--- config.mk ---
export PLATFORM = sky130hd
export DESIGN_NAME = sm_step_gen_mc
export DESIGN_NICKNAME = d
export VERILOG_FILES = /design/src/rtl/sm_step_pkg.sv /design/src/rtl/sm_step_chan.sv /design/src/rtl/sm_step_gen_mc.sv
export SDC_FILE = /design/constraint.sdc
export NUM_CORES = 1
export LEC_CHECK = 0
export BUFFER_PORTS_ARGS = -buffer_cell sky130_fd_sc_hd__buf_2
export CAP_MARGIN = 20
export CORE_MARGIN = 5
export CORE_UTILIZATION = 54
export CTS_CLUSTER_DIAMETER = 80
export DETAILED_ROUTE_END_ITERATION = 10
export PLACE_DENSITY = 0.85
export SLEW_MARGIN = 5
export SYNTH_ARGS = -nofsm -noshare
export SYNTH_HDL_FRONTEND = slang
export SYNTH_SLANG_ARGS = --single-unit
--- constraint.sdc ---
create_clock -name clk -period 3.5 [get_ports clk]
set_input_delay 0.7 -clock clk [delete_from_list [all_inputs] [get_ports clk]]
set_output_delay 0.7 -clock clk [all_outputs]
set_load 0.01 [all_outputs]
--- src/rtl/sm_step_pkg.sv ---
// Shared types and helpers for the multi-channel step/direction generator.
// Holds the per-channel FSM encoding, the counter widths and the period clamp.
package sm_step_pkg;

  localparam int STATE_W = 2;
  localparam int PHASE_W = 17;

  typedef enum logic [STATE_W-1:0] {
    IDLE  = 2'd0,
    SETUP = 2'd1,
    HIGH  = 2'd2,
    LOW   = 2'd3
  } step_state_t;

  // A period shorter than the high time plus one low cycle cannot be honoured.
  function automatic int unsigned clamp_period(input int unsigned p, input int unsigned pulse_hi);
    return (p < pulse_hi + 1) ? pulse_hi + 1 : p;
  endfunction

endpackage

--- src/rtl/sm_step_chan.sv ---
// Single step/direction channel: direction setup, PULSE_HI-wide step pulses at
// the programmed period, pause, abort and on-the-fly period update.
module sm_step_chan
  import sm_step_pkg::*;
#(
  parameter int PW        = PHASE_W,
  parameter int CNT_W     = 24,
  parameter int PULSE_HI  = 4,
  parameter int DIR_SETUP = 8
) (
  input  logic             clk,
  input  logic             rst,
  input  logic             load,
  input  logic [PW-1:0]    period,
  input  logic [CNT_W-1:0] steps,
  input  logic             dir_in,
  input  logic             enable,
  input  logic             abort,
  output logic             step,
  output logic             dir,
  output logic             busy,
  output logic             done
);

  localparam logic [PW-1:0] SETUP_LAST = PW'(DIR_SETUP - 1);
  localparam logic [PW-1:0] HIGH_LAST  = PW'(PULSE_HI - 1);
  localparam logic [PW-1:0] LOW_OFFSET = PW'(PULSE_HI + 1);

  step_state_t      state, state_n;
  logic [PW-1:0]    phase, pe_cur, pe_pend, pe_new, pe_take;
  logic [CNT_W-1:0] remain;
  logic             idle, cmd_ok, accept, zero_cmd, update, run, phase_end;
  logic             step_d, busy_d, done_d, dir_d;

  assign pe_new   = PW'(clamp_period(32'(period), PULSE_HI));
  assign idle     = (state == IDLE);
  assign cmd_ok   = load & ~abort;
  assign accept   = cmd_ok & idle & (steps != '0);
  assign zero_cmd = cmd_ok & idle & (steps == '0);
  assign update   = cmd_ok & ~idle;
  assign run      = ~idle & enable & ~abort;
  // A period reload in the very cycle HIGH is entered already applies to that pulse.
  assign pe_take  = update ? pe_new : pe_pend;

  always_comb begin
    phase_end = 1'b0;
    case (state)
      SETUP:   phase_end = (phase == SETUP_LAST);
      HIGH:    phase_end = (phase == HIGH_LAST);
      LOW:     phase_end = (phase == pe_cur - LOW_OFFSET);
      default: phase_end = 1'b0;
    endcase
  end

  always_comb begin
    state_n = state;
    if (idle) begin
      if (accept) state_n = SETUP;
    end else if (abort) begin
      state_n = IDLE;
    end else if (enable && phase_end) begin
      case (state)
        SETUP:   state_n = HIGH;
        HIGH:    state_n = LOW;
        LOW:     state_n = (remain == '0) ? IDLE : HIGH;
        default: state_n = IDLE;
      endcase
    end
  end

  always_comb begin
    step_d = (state_n == HIGH);
    busy_d = (state_n != IDLE);
    done_d = zero_cmd | ((state == LOW) & (state_n == IDLE) & ~abort);
    dir_d  = accept ? dir_in : dir;
  end

  // Remaining count is only decremented after the last HIGH cycle, so it never underflows.
  always_ff @(posedge clk) begin
    if (rst) begin
      state   <= IDLE;
      phase   <= '0;
      remain  <= '0;
      pe_cur  <= '0;
      pe_pend <= '0;
      step    <= 1'b0;
      dir     <= 1'b0;
      busy    <= 1'b0;
      done    <= 1'b0;
    end else begin
      state <= state_n;
      step  <= step_d;
      dir   <= dir_d;
      busy  <= busy_d;
      done  <= done_d;
      phase <= (state_n != state) ? '0 : (run ? phase + PW'(1) : phase);
      if (accept)
        remain <= steps;
      else if (run && state == HIGH && phase_end)
        remain <= remain - CNT_W'(1);
      if (accept || update)
        pe_pend <= pe_new;
      if (state_n == HIGH && state != HIGH)
        pe_cur <= pe_take;
    end
  end

endmodule

--- src/rtl/sm_step_gen_mc.sv ---
// Multi-channel step/direction pulse generator: NCH independent channels
// sharing clock and reset, with per-channel fields packed into flat buses.
module sm_step_gen_mc
  import sm_step_pkg::*;
#(
  parameter int NCH       = 2,
  parameter int PW        = PHASE_W,
  parameter int CNT_W     = 24,
  parameter int PULSE_HI  = 4,
  parameter int DIR_SETUP = 8
) (
  input  logic                 clk,
  input  logic                 rst,
  input  logic [NCH-1:0]       load,
  input  logic [NCH*PW-1:0]    period,
  input  logic [NCH*CNT_W-1:0] steps,
  input  logic [NCH-1:0]       dir_in,
  input  logic [NCH-1:0]       enable,
  input  logic [NCH-1:0]       abort,
  output logic [NCH-1:0]       step,
  output logic [NCH-1:0]       dir,
  output logic [NCH-1:0]       busy,
  output logic [NCH-1:0]       done
);

  for (genvar gi = 0; gi < NCH; gi++) begin : g_chan
    sm_step_chan #(
      .PW        (PW),
      .CNT_W     (CNT_W),
      .PULSE_HI  (PULSE_HI),
      .DIR_SETUP (DIR_SETUP)
    ) u_chan (
      .clk    (clk),
      .rst    (rst),
      .load   (load[gi]),
      .period (period[gi*PW +: PW]),
      .steps  (steps[gi*CNT_W +: CNT_W]),
      .dir_in (dir_in[gi]),
      .enable (enable[gi]),
      .abort  (abort[gi]),
      .step   (step[gi]),
      .dir    (dir[gi]),
      .busy   (busy[gi]),
      .done   (done[gi])
    );
  end

endmodule

==> flow_summary.json, run 1 <==
{
  "clock_power_share_pct": 43.0,
  "drc": 0,
  "via_per_inst": 6.40,
  "skew_ns": 0.00990,
  "status": "complete, but fails checks",
  "routabilityCongestion": 0.975,
  "ir_worst_vdd_mv": 0.358,
  "postSynthNetCount": 1383,
  "num_vias": 10700,
  "dr.pass1.iters": 5,
  "cts_tree": "built",
  "critPathArrivalTime_ns": 4.15,
  "max_stage_delay_ns": 0.58,
  "finalHoldViolations": 0,
  "worstHoldPathType": "flip-flop to flip-flop",
  "drtAntennaViolNets": 0,
  "synthTopCellsByCount": "162 x dfxtp_1, 143 x nor2_1, 139 x nand2_1",
  "port_buffers": 99,
  "p_sw_share_pct": 27.0,
  "cts_buffers": 17,
  "start_util_pct": 54.3,
  "synthDistinctLibCells": 81,
  "tightestPinTransition_ns": 0.887,
  "async_flop_share_pct": 0,
  "die_h_um": 146,
  "yosys_warnings": 0,
  "track_usage_pct": 26.5,
  "cap_violations": 0,
  "synth_top_area_cell": "dfxtp_1",
  "grt-ovfl-total": 0,
  "antenna_found_initial": 0,
  "yosys-top-cells-area": "dfxtp_1 32%, nor2_1 5.3%, nand2_1 5.2%",
  "die_w_um": 146,
  "yosys.area.top_type_share_pct": 32.2,
  "fin_crit_ns": 3.81,
  "synth_edf_count": 0,
  "drv_slew": 0,
  "die-area_um2": 21500,
  "path_cells": "or4_4 > buf_6 > or3_1 > o211ai_1 > o2111ai_1 > or4b_4 > nor4b_4 > nand3b_1 > or4_4 > a311oi_2",
  "synthFlopType": "dfxtp_1",
  "avgSynthCellArea_um2": 7.84,
  "cts.reportedPaths.clkPinSlew_ns": 0.07,
  "holdWs_ns": 0.448,
  "cts_max_level": 4,
  "setup_viol": 61,
  "ys_seq_elements": 162,
  "num_io_pins": 100,
  "internal_power_mw": 3.18,
  "clock_latency_ns": 0.43,
  "wl_per_cell_um": 18.0,
  "violations": "negative setup slack",
  "rsz0062_at_grt": "yes",
  "area_growth_pct": 21.1,
  "p_comb_share_pct": 12.4,
  "first_global_vias": 9938,
  "cp_common_cell": "or4_4",
  "ctsHoldBuffers": 0,
  "dp_slack_ns": -0.210,
  "drt_iter0_markers": 943,
  "row_count": 50,
  "crit_family": "simple AND/OR/NAND/NOR gates",
  "fin_nets": 1518,
  "cp_num_buf_inv": 1,
  "synth_most_common_cell": "dfxtp_1",
  "crit_slowest_cell": "or4_4",
  "p_per_area_nw_per_um2": 357,
  "max_freq_mhz": 262,
  "syn_area_um2": 10100,
  "grt_max_degree": 79,
  "drive_gt1_share_pct": 22.4,
  "crit_type": "flip-flop to flip-flop",
  "fin_crit_sh_pct": 109,
  "ys_seq_area_share_pct": 32.2,
  "drt-total-wl_mm": 30.0,
  "synthCells": 1283,
  "setup_ws_ns": -0.313,
  "cts_buffer_depth": 2,
  "end_kind": "flip-flop",
  "clock_sinks": 162,
  "seqPwrFrac_pct": 44.6,
  "cp_max_fo": 5,
  "hpwlAfterDp_mm": 20.9,
  "p_leak_nw": 4.84,
  "grt_pass1_wl_mm": 47.9,
  "startpoint_type": "flip-flop",
  "timing.slew.headroom_pct": 40.4,
  "cts-root-buf": "clkbuf_16",
  "switchingPower_mw": 1.17,
  "cp.required_ns": 3.84,
  "core_region_area_um2": 18500
}
[logic make-up after synthesis]
group	share of synthesized area [%]
AO/OA/AOI/OAI	19.4
XOR/XNOR	6.26
flip-flops	32.2
multiplexers	6.90
buffers and inverters	4.79
adder cells (fa/ha/maj)	0.995
AND/OR/NAND/NOR	29.4
[tightest hold or removal path: cells and delay by family (launching register included)]
kind,cells,cell delay [ns]
flops,1,0.31
simple gates,1,0.05
compound gates,1,0.05
[path summary, 6_finish.rpt]
check	startpoint	to	slack, ns	cells after the start
max	g_chan[0].u_chan.pe_cur[5]	g_chan[0].u_chan.remain[13]	-0.31	10
min	g_chan[0].u_chan.pe_pend[7]	g_chan[0].u_chan.pe_pend[7]	0.45	2
max reg2reg	g_chan[0].u_chan.pe_cur[5]	g_chan[0].u_chan.remain[13]	-0.31	10
min reg2reg	g_chan[0].u_chan.pe_pend[7]	g_chan[0].u_chan.pe_pend[7]	0.45	2
[metal layers]
metal	GRT usage [%]	vias up	wire [um]
met5	0	-	0
met4	11.9	0	1070
met3	5.31	92	1940
met2	45.1	468	14900
met1	32.4	5102	12200
li1	-	5000	-
[through the flow]
stage	area [um2]	util, %	instances	power [mW]	TNS, ns
2_1_floorplan	10100	-	1283	2.30	-0.0358
3_3_place_gp	11200	60.7	1621	2.47	-0.169
4_1_cts	12000	64.8	1661	4.35	-4.48
5_1_grt	12200	65.7	1664	4.52	-17.24
6_report	12200	65.8	1665	4.35	-11.11
3_5_place_dp	11200	60.7	1621	2.48	-2.55
[layout by cell type, fill, tap and decap left out, types with 15 or more instances in the layout]
cell type	n
xor2_1	35
nand4_1	23
o22ai_1	19
nand3_1	42
nor2b_1	15
nor3_1	42
xnor2_1	28
or4_1	16
a21oi_1	64
buf_4	94
nor4_1	39
buf_2	98
inv_1	21
o21ai_0	51
nand2_1	138
clkbuf_16	17
a31oi_1	22
mux2i_1	37
mux2_2	27
or3_1	17
nor2_1	141
dfxtp_1	161
[area by class of cell]
type / count / area (um2)
Tap cell: 234 / 293
Fill cell: 1467 / 6340
Clock buffer: 22 / 484
Multi-Input combinational cell: 1007 / 6490
Timing Repair Buffer: 208 / 1480
Inverter: 22 / 82.6
Antenna cell: 1 / 2.50
Sequential cell: 162 / 3240
Clock inverter: 9 / 96.3
[power groups by stage]
stage	clock network (mW)	logic [mW]	registers, mW
2_1_floorplan	0	0.326	1.97
5_1_grt	1.99	0.586	1.95
4_1_cts	1.89	0.516	1.94
3_3_place_gp	0	0.489	1.98
3_5_place_dp	0	0.501	1.98
6_report	1.87	0.540	1.94
[sequential cells by signal, summed over array words and instances, names as in the netlist]
| register | flops |
|---|---|
| g_chan.u_chan.busy | 2 |
| g_chan.u_chan.dir | 2 |
| g_chan.u_chan.done | 2 |
| g_chan.u_chan.pe_cur | 34 |
| g_chan.u_chan.pe_pend | 34 |
| g_chan.u_chan.phase | 34 |
| g_chan.u_chan.remain | 48 |
| g_chan.u_chan.state | 4 |
| g_chan.u_chan.step | 2 |
[what timing repair did]
action	CTS	global route
endpoints found under the setup margin	56	108
gates cloned	3	0
resized for setup	13	29
buffers inserted	6	3
pin swaps	12	6
Power figures use the tool's default switching activity.
==> run 2, diff against run 1 <==
--- a/config.mk
+++ b/config.mk
@@ -8,11 +8,11 @@
 export BUFFER_PORTS_ARGS = -buffer_cell sky130_fd_sc_hd__buf_2
 export CAP_MARGIN = 20
 export CORE_MARGIN = 5
-export CORE_UTILIZATION = 54
+export CORE_UTILIZATION = 35
 export CTS_CLUSTER_DIAMETER = 80
 export DETAILED_ROUTE_END_ITERATION = 10
-export PLACE_DENSITY = 0.85
-export SLEW_MARGIN = 5
+export PLACE_DENSITY = 0.62
+export SLEW_MARGIN = 15
 export SYNTH_ARGS = -nofsm -noshare
 export SYNTH_HDL_FRONTEND = slang
 export SYNTH_SLANG_ARGS = --single-unit
==> constraint.sdc (replaced) <==
create_clock -name clk -period 3.5 [get_ports clk]
set_input_delay 0.7 -clock clk [delete_from_list [all_inputs] [get_ports clk]]
set_output_delay 0.7 -clock clk [all_outputs]
set_load 0.005 [all_outputs]
==> run 2 against run 1 <==
Against the previous run:
- the flow still finishes with violations (negative setup slack)
- global-route usage fell by 9.0 points
- first-iteration DRC count is 26% lower
- critical path depth shrank 1
- hold slack got worse by 0.00093 ns
- largest power group unchanged
- via count shrank 5.1%
- routed wire length is essentially flat
- combinational power is 0.9% lower
- cell area grew 0.71%
- largest cell class unchanged
- cell count rose by 8.5%
- sequential share of layout area decreased by 0.20 points
- clock skew grew 0.0064 ns
- die area is 50% higher
==> flow_summary.json, run 2 (synthesized netlist as in run 1, its figures left out) <==
{
  "grt_pass1_wl_mm": 47.9,
  "drive_gt1_share_pct": 21.9,
  "tightestPinTransition_ns": 0.748,
  "max_freq_mhz": 279,
  "grt-ovfl-total": 0,
  "drc": 0,
  "die_w_um": 180,
  "wl_per_cell_um": 16.6,
  "fin_nets": 1510,
  "cts.reportedPaths.clkPinSlew_ns": 0.07,
  "dr.pass1.iters": 5,
  "rsz0062_at_grt": "yes",
  "die-area_um2": 32200,
  "fin_crit_ns": 3.59,
  "end_kind": "flip-flop",
  "grt_max_degree": 69,
  "largest_reg_flops": 48,
  "ctsHoldBuffers": 0,
  "area_growth_pct": 21.9,
  "drt-total-wl_mm": 30.0,
  "clock_latency_ns": 0.43,
  "final_common_cell": "dfxtp_1",
  "num_antenna_cells": 0,
  "fillers": 2913,
  "finalHoldViolations": 0,
  "worstHoldPathType": "flip-flop to flip-flop",
  "cts-root-buf": "clkbuf_16",
  "cp_max_fo": 6,
  "row_count": 62,
  "multi_input_area_um2": 6480,
  "regMostFlops": "g_chan.u_chan.remain",
  "ir_worst_vdd_mv": 0.310,
  "seq_area_um2": 3240,
  "timing.slew.headroom_pct": 50.2,
  "startpoint_type": "flip-flop",
  "drt_iter0_markers": 700,
  "cap_violations": 0,
  "fin_crit_sh_pct": 103,
  "crit_type": "flip-flop to flip-flop",
  "finalPower_mw": 4.39,
  "antenna_found_initial": 0,
  "status": "complete, but fails checks",
  "cts_tree": "built",
  "skew_ns": 0.0163,
  "cts_max_level": 4,
  "cts_buffer_depth": 2,
  "p_per_area_nw_per_um2": 358,
  "fin_cells": 1807,
  "placed_cells": 1768,
  "start_util_pct": 35.2,
  "final_cell_mix": "162 x dfxtp_1, 141 x nor2_1, 137 x nand2_1",
  "p_leak_nw": 4.79,
  "setup_ws_ns": -0.0892,
  "cts_buffers": 17,
  "drtAntennaViolNets": 0,
  "core_region_area_um2": 28500,
  "die_h_um": 180,
  "first_global_vias": 9375,
  "cp.required_ns": 3.84,
  "drv_slew": 0,
  "hpwlAfterDp_mm": 22.0,
  "clock_sinks": 162,
  "routabilityCongestion": 0.894,
  "port_buffers": 99,
  "violations": "negative setup slack",
  "critPathArrivalTime_ns": 3.93,
  "num_io_pins": 100,
  "track_usage_pct": 17.4,
  "setup_viol": 7,
  "num_vias": 10100,
  "via_per_inst": 5.60
}
## run 2: cell types whose count changed in the layout (fill, tap and decap cells not counted), sizes merged
cell	delta
inv	+6
clkinv	+4
clkinvlp	-3
buf	-8
bufinv	-1
bufbuf	-2
diode	-1
clkbuf	-3
## run 2: layer usage
| layer | up-vias | part of all wire [%] | GRT usage (%) |
|---|---|---|---|
| li1 | 4987 | - | - |
| met1 | 4852 | 44 | 22.7 |
| met2 | 229 | 50 | 29.8 |
| met3 | 45 | 4.1 | 2.77 |
| met4 | 0 | 2.4 | 5.36 |
| met5 | - | 0 | 0 |
## run 2: repair_timing
item                       in CTS  in global routing
pin swaps                       8                  7
setup endpoints to repair       7                105
gates resized for setup         5                 28
gates cloned                    0                  2
buffers inserted                3                  2
## run 2: path summary, 6_finish.rpt
path / start / to / slack [ns] / cells after the start
setup / recovery: g_chan[0].u_chan.pe_cur[5] / g_chan[0].u_chan.remain[15] / -0.09 / 9
hold / removal: g_chan[0].u_chan.pe_pend[7] / g_chan[0].u_chan.pe_pend[7] / 0.45 / 2
setup reg to reg: g_chan[0].u_chan.pe_cur[5] / g_chan[0].u_chan.remain[15] / -0.09 / 9
hold reg to reg: g_chan[0].u_chan.pe_pend[7] / g_chan[0].u_chan.pe_pend[7] / 0.45 / 2
## run 2: final cells by class
| cell class | instances | share of cell area, % |
|---|---|---|
| Multi-Input combinational cell | 1007 | 52.9 |
| Sequential cell | 162 | 26.4 |
| Timing Repair Buffer | 200 | 11.2 |
| Tap cell | 384 | 3.92 |
| Clock buffer | 17 | 3.47 |
| Clock inverter | 15 | 1.46 |
| Inverter | 22 | 0.673 |
## run 2: power breakdown
| group | switching [mW] | total (mW) | internal [mW] |
|---|---|---|---|
| registers | 0.0425 | 1.94 | 1.90 |
| logic | 0.317 | 0.535 | 0.217 |
| clock network | 0.947 | 1.92 | 0.972 |
## run 2: critical path, stage by stage, from the launching register on
cell and delay [ns]:
dfxtp_1 0.31, or4_4 0.55, or4_4 0.53, mux2i_4 0.19
o2111ai_2 0.12, or4b_4 0.58, nor4b_4 0.25, nand3b_1 0.23
or4_1 0.54, a311oi_1 0.20
## run 2: through the flow
stage	setup slack, ns	setup TNS (ns)	hold WS (ns)	util [%]	area (um2)
global route	-0.215	-1.37	0.469	43.0	12300
floorplan	-0.00358	-0.0358	0.427	-	10100
CTS	-0.0435	-0.0855	0.450	42.3	12100
detailed placement	-0.119	-0.546	0.440	40.1	11400
global placement	-0.0940	-0.271	0.434	40.1	11400
finish	-0.0892	-0.345	0.447	43.0	12300
==> run 3, diff against run 2 <==
==> constraint.sdc (replaced) <==
create_clock -name clk -period 3.5 [get_ports clk]
set_input_delay 0.175 -clock clk [delete_from_list [all_inputs] [get_ports clk]]
set_output_delay 0.175 -clock clk [all_outputs]
set_load 0.005 [all_outputs]
==> run 3 against run 2 <==
Against the previous run:
- critical endpoint unchanged
- clock power is 2% higher
- first-iteration DRC count down 3.4%
- sequential share of layout area down 0.13 points
- global-route usage grew 0.47 points
- worst setup slack worse by 0.049 ns
- flip-flop and latch count is the same
- critical path depth up 1
- the run still ends with negative setup slack left
- hold slack worse by 0.43 ns
- register-to-register slack got worse by 0.05 ns
- clock skew decreased by 0.0065 ns
==> flow_summary.json, run 3 (synthesized netlist as in run 1, its figures left out) <==
{
  "p_leak_nw": 4.77,
  "rsz0062_at_grt": "yes",
  "setup_viol": 43,
  "drt_iter0_markers": 676,
  "port_buffers": 99,
  "finalHoldViolations": 0,
  "max_freq_mhz": 275,
  "cp_max_fo": 6,
  "grt_pass1_wl_mm": 49.4,
  "path_cells": "or4_4 > buf_6 > or3_1 > o211ai_1 > o2111ai_1 > or4b_4 > nor4b_4 > nand3b_1 > or4_1 > a311oi_2",
  "num_antenna_cells": 0,
  "final_cell_mix": "161 x dfxtp_1, 138 x nor2_1, 138 x nand2_1",
  "fin_nets": 1510,
  "status": "complete, but fails checks",
  "cts-root-buf": "clkbuf_16",
  "clock_latency_ns": 0.43,
  "cts_buffer_depth": 2,
  "cp_num_buf_inv": 1,
  "tns_ns": -2.19,
  "fin_crit_sh_pct": 104,
  "final_common_cell": "dfxtp_1",
  "cts_max_level": 4,
  "hpwlAfterDp_mm": 21.8,
  "die-area_um2": 32200,
  "dr.pass1.iters": 5,
  "track_usage_pct": 17.9,
  "core_region_area_um2": 28500,
  "cap_violations": 0,
  "fillers": 2902,
  "holdWs_ns": 0.0200,
  "drtAntennaViolNets": 0,
  "fin_util_pct": 43.2,
  "grt_max_degree": 71,
  "start_util_pct": 35.2,
  "placed_cell_area_um2": 11400,
  "largest_reg_flops": 48,
  "regMostFlops": "g_chan.u_chan.remain",
  "row_count": 62,
  "clock_sinks": 162,
  "antenna_found_initial": 0,
  "drc": 0,
  "grt-ovfl-total": 0,
  "area_growth_pct": 22.6,
  "via_per_inst": 5.59,
  "violations": "negative setup slack",
  "die_w_um": 180,
  "cts.reportedPaths.clkPinSlew_ns": 0.06,
  "crit_type": "flip-flop to flip-flop",
  "setup_ws_ns": -0.138,
  "reg2reg_slack_ns": -0.14,
  "p_per_area_nw_per_um2": 360,
  "routabilityCongestion": 0.940,
  "cp.required_ns": 3.84,
  "cts_tree": "built",
  "drt-total-wl_mm": 30.1,
  "wl_per_cell_um": 16.6,
  "critPathArrivalTime_ns": 3.98,
  "stdcell_area_um2": 12300,
  "cts_buffers": 17,
  "max_stage_delay_ns": 0.56,
  "dp_slack_ns": -0.159,
  "timing.slew.headroom_pct": 35.5,
  "worstHoldPathType": "primary input to flip-flop",
  "end_kind": "flip-flop",
  "first_global_vias": 9798,
  "crit_slowest_cell": "or4b_4",
  "ir_worst_vdd_mv": 0.350,
  "drv_slew": 0,
  "startpoint_type": "flip-flop",
  "tightestPinTransition_ns": 0.959,
  "num_io_pins": 100,
  "fin_crit_ns": 3.64,
  "skew_ns": 0.00973,
  "num_vias": 10100,
  "drive_gt1_share_pct": 22.3,
  "die_h_um": 180,
  "crit_family": "simple AND/OR/NAND/NOR gates"
}
run 3: cell types whose count changed in the layout (fill, tap and decap cells not counted), moves of 3 or more:
cell,delta
nor2_1,-3
inv_8,-4
inv_6,-3
bufinv_16,+3
clkinv_2,+3
nor4_2,+3
o311ai_1,-3
clkinv_8,-5
clkinvlp_4,+3
buf_6,+3
buf_4,-4
run 3: what timing repair did:
action | CTS | global route
endpoints found under the setup margin | 55 | 122
pin swaps | 18 | 12
setup buffers | 12 | 6
hold buffers | 2 | 0
cloned | 0 | 1
gates resized for setup | 14 | 33
hold endpoints to repair | 2 | 0
run 3: path summary, 6_finish.rpt:
path | from | endpoint | cells past startpoint
hold / removal | steps[27] | g_chan[1].u_chan.remain[3] | 3
setup / recovery | g_chan[0].u_chan.pe_cur[8] | g_chan[0].u_chan.remain[15] | 10
setup reg to reg | g_chan[0].u_chan.pe_cur[8] | g_chan[0].u_chan.remain[15] | 10
hold reg to reg | g_chan[0].u_chan.pe_pend[7] | g_chan[0].u_chan.pe_pend[7] | 2
run 3: routing by layer:
layer	GRT usage (%)	routed length [um]	vias to the layer above
met2	31.2	15000	224
met3	3.01	1040	39
met4	5.46	573	0
met5	0	0	-
li1	-	-	4977
met1	22.7	13400	4855
run 3: final cells by class:
class	instances	area (um2)	share of cell area [%]
inverter	22	82.6	0.670
timing repair buffer	200	1370	11.1
tap	384	480	3.90
clock inverter	12	154	1.25
sequential	162	3240	26.3
multi-input combinational	1007	6540	53.1
clock buffer	20	457	3.70
run 3: where the power goes:
| group | switching (mW) | internal, mW | total (mW) |
|---|---|---|---|
| sequential | 0.0428 | 1.90 | 1.94 |
| clock | 0.795 | 1.16 | 1.96 |
| combinational | 0.325 | 0.214 | 0.539 |
| total | 1.16 | 3.28 | 4.44 |
run 3: worst reg2reg max path, cell delays in order, from the launching register on:
cell and delay, ns:
dfxtp_2 0.32, or4_4 0.55, buf_6 0.14, or3_1 0.32
o211ai_1 0.27, o2111ai_1 0.18, or4b_4 0.56, nor4b_4 0.25
nand3b_1 0.23, or4_1 0.53, a311oi_2 0.21
run 3: metrics by stage:
stage               std cells  power [mW]
CTS                      1805        4.46
global route             1807        4.63
global placement         1759        2.49
finish                   1807        4.44
floorplan                1283        2.29
detailed placement       1759        2.50
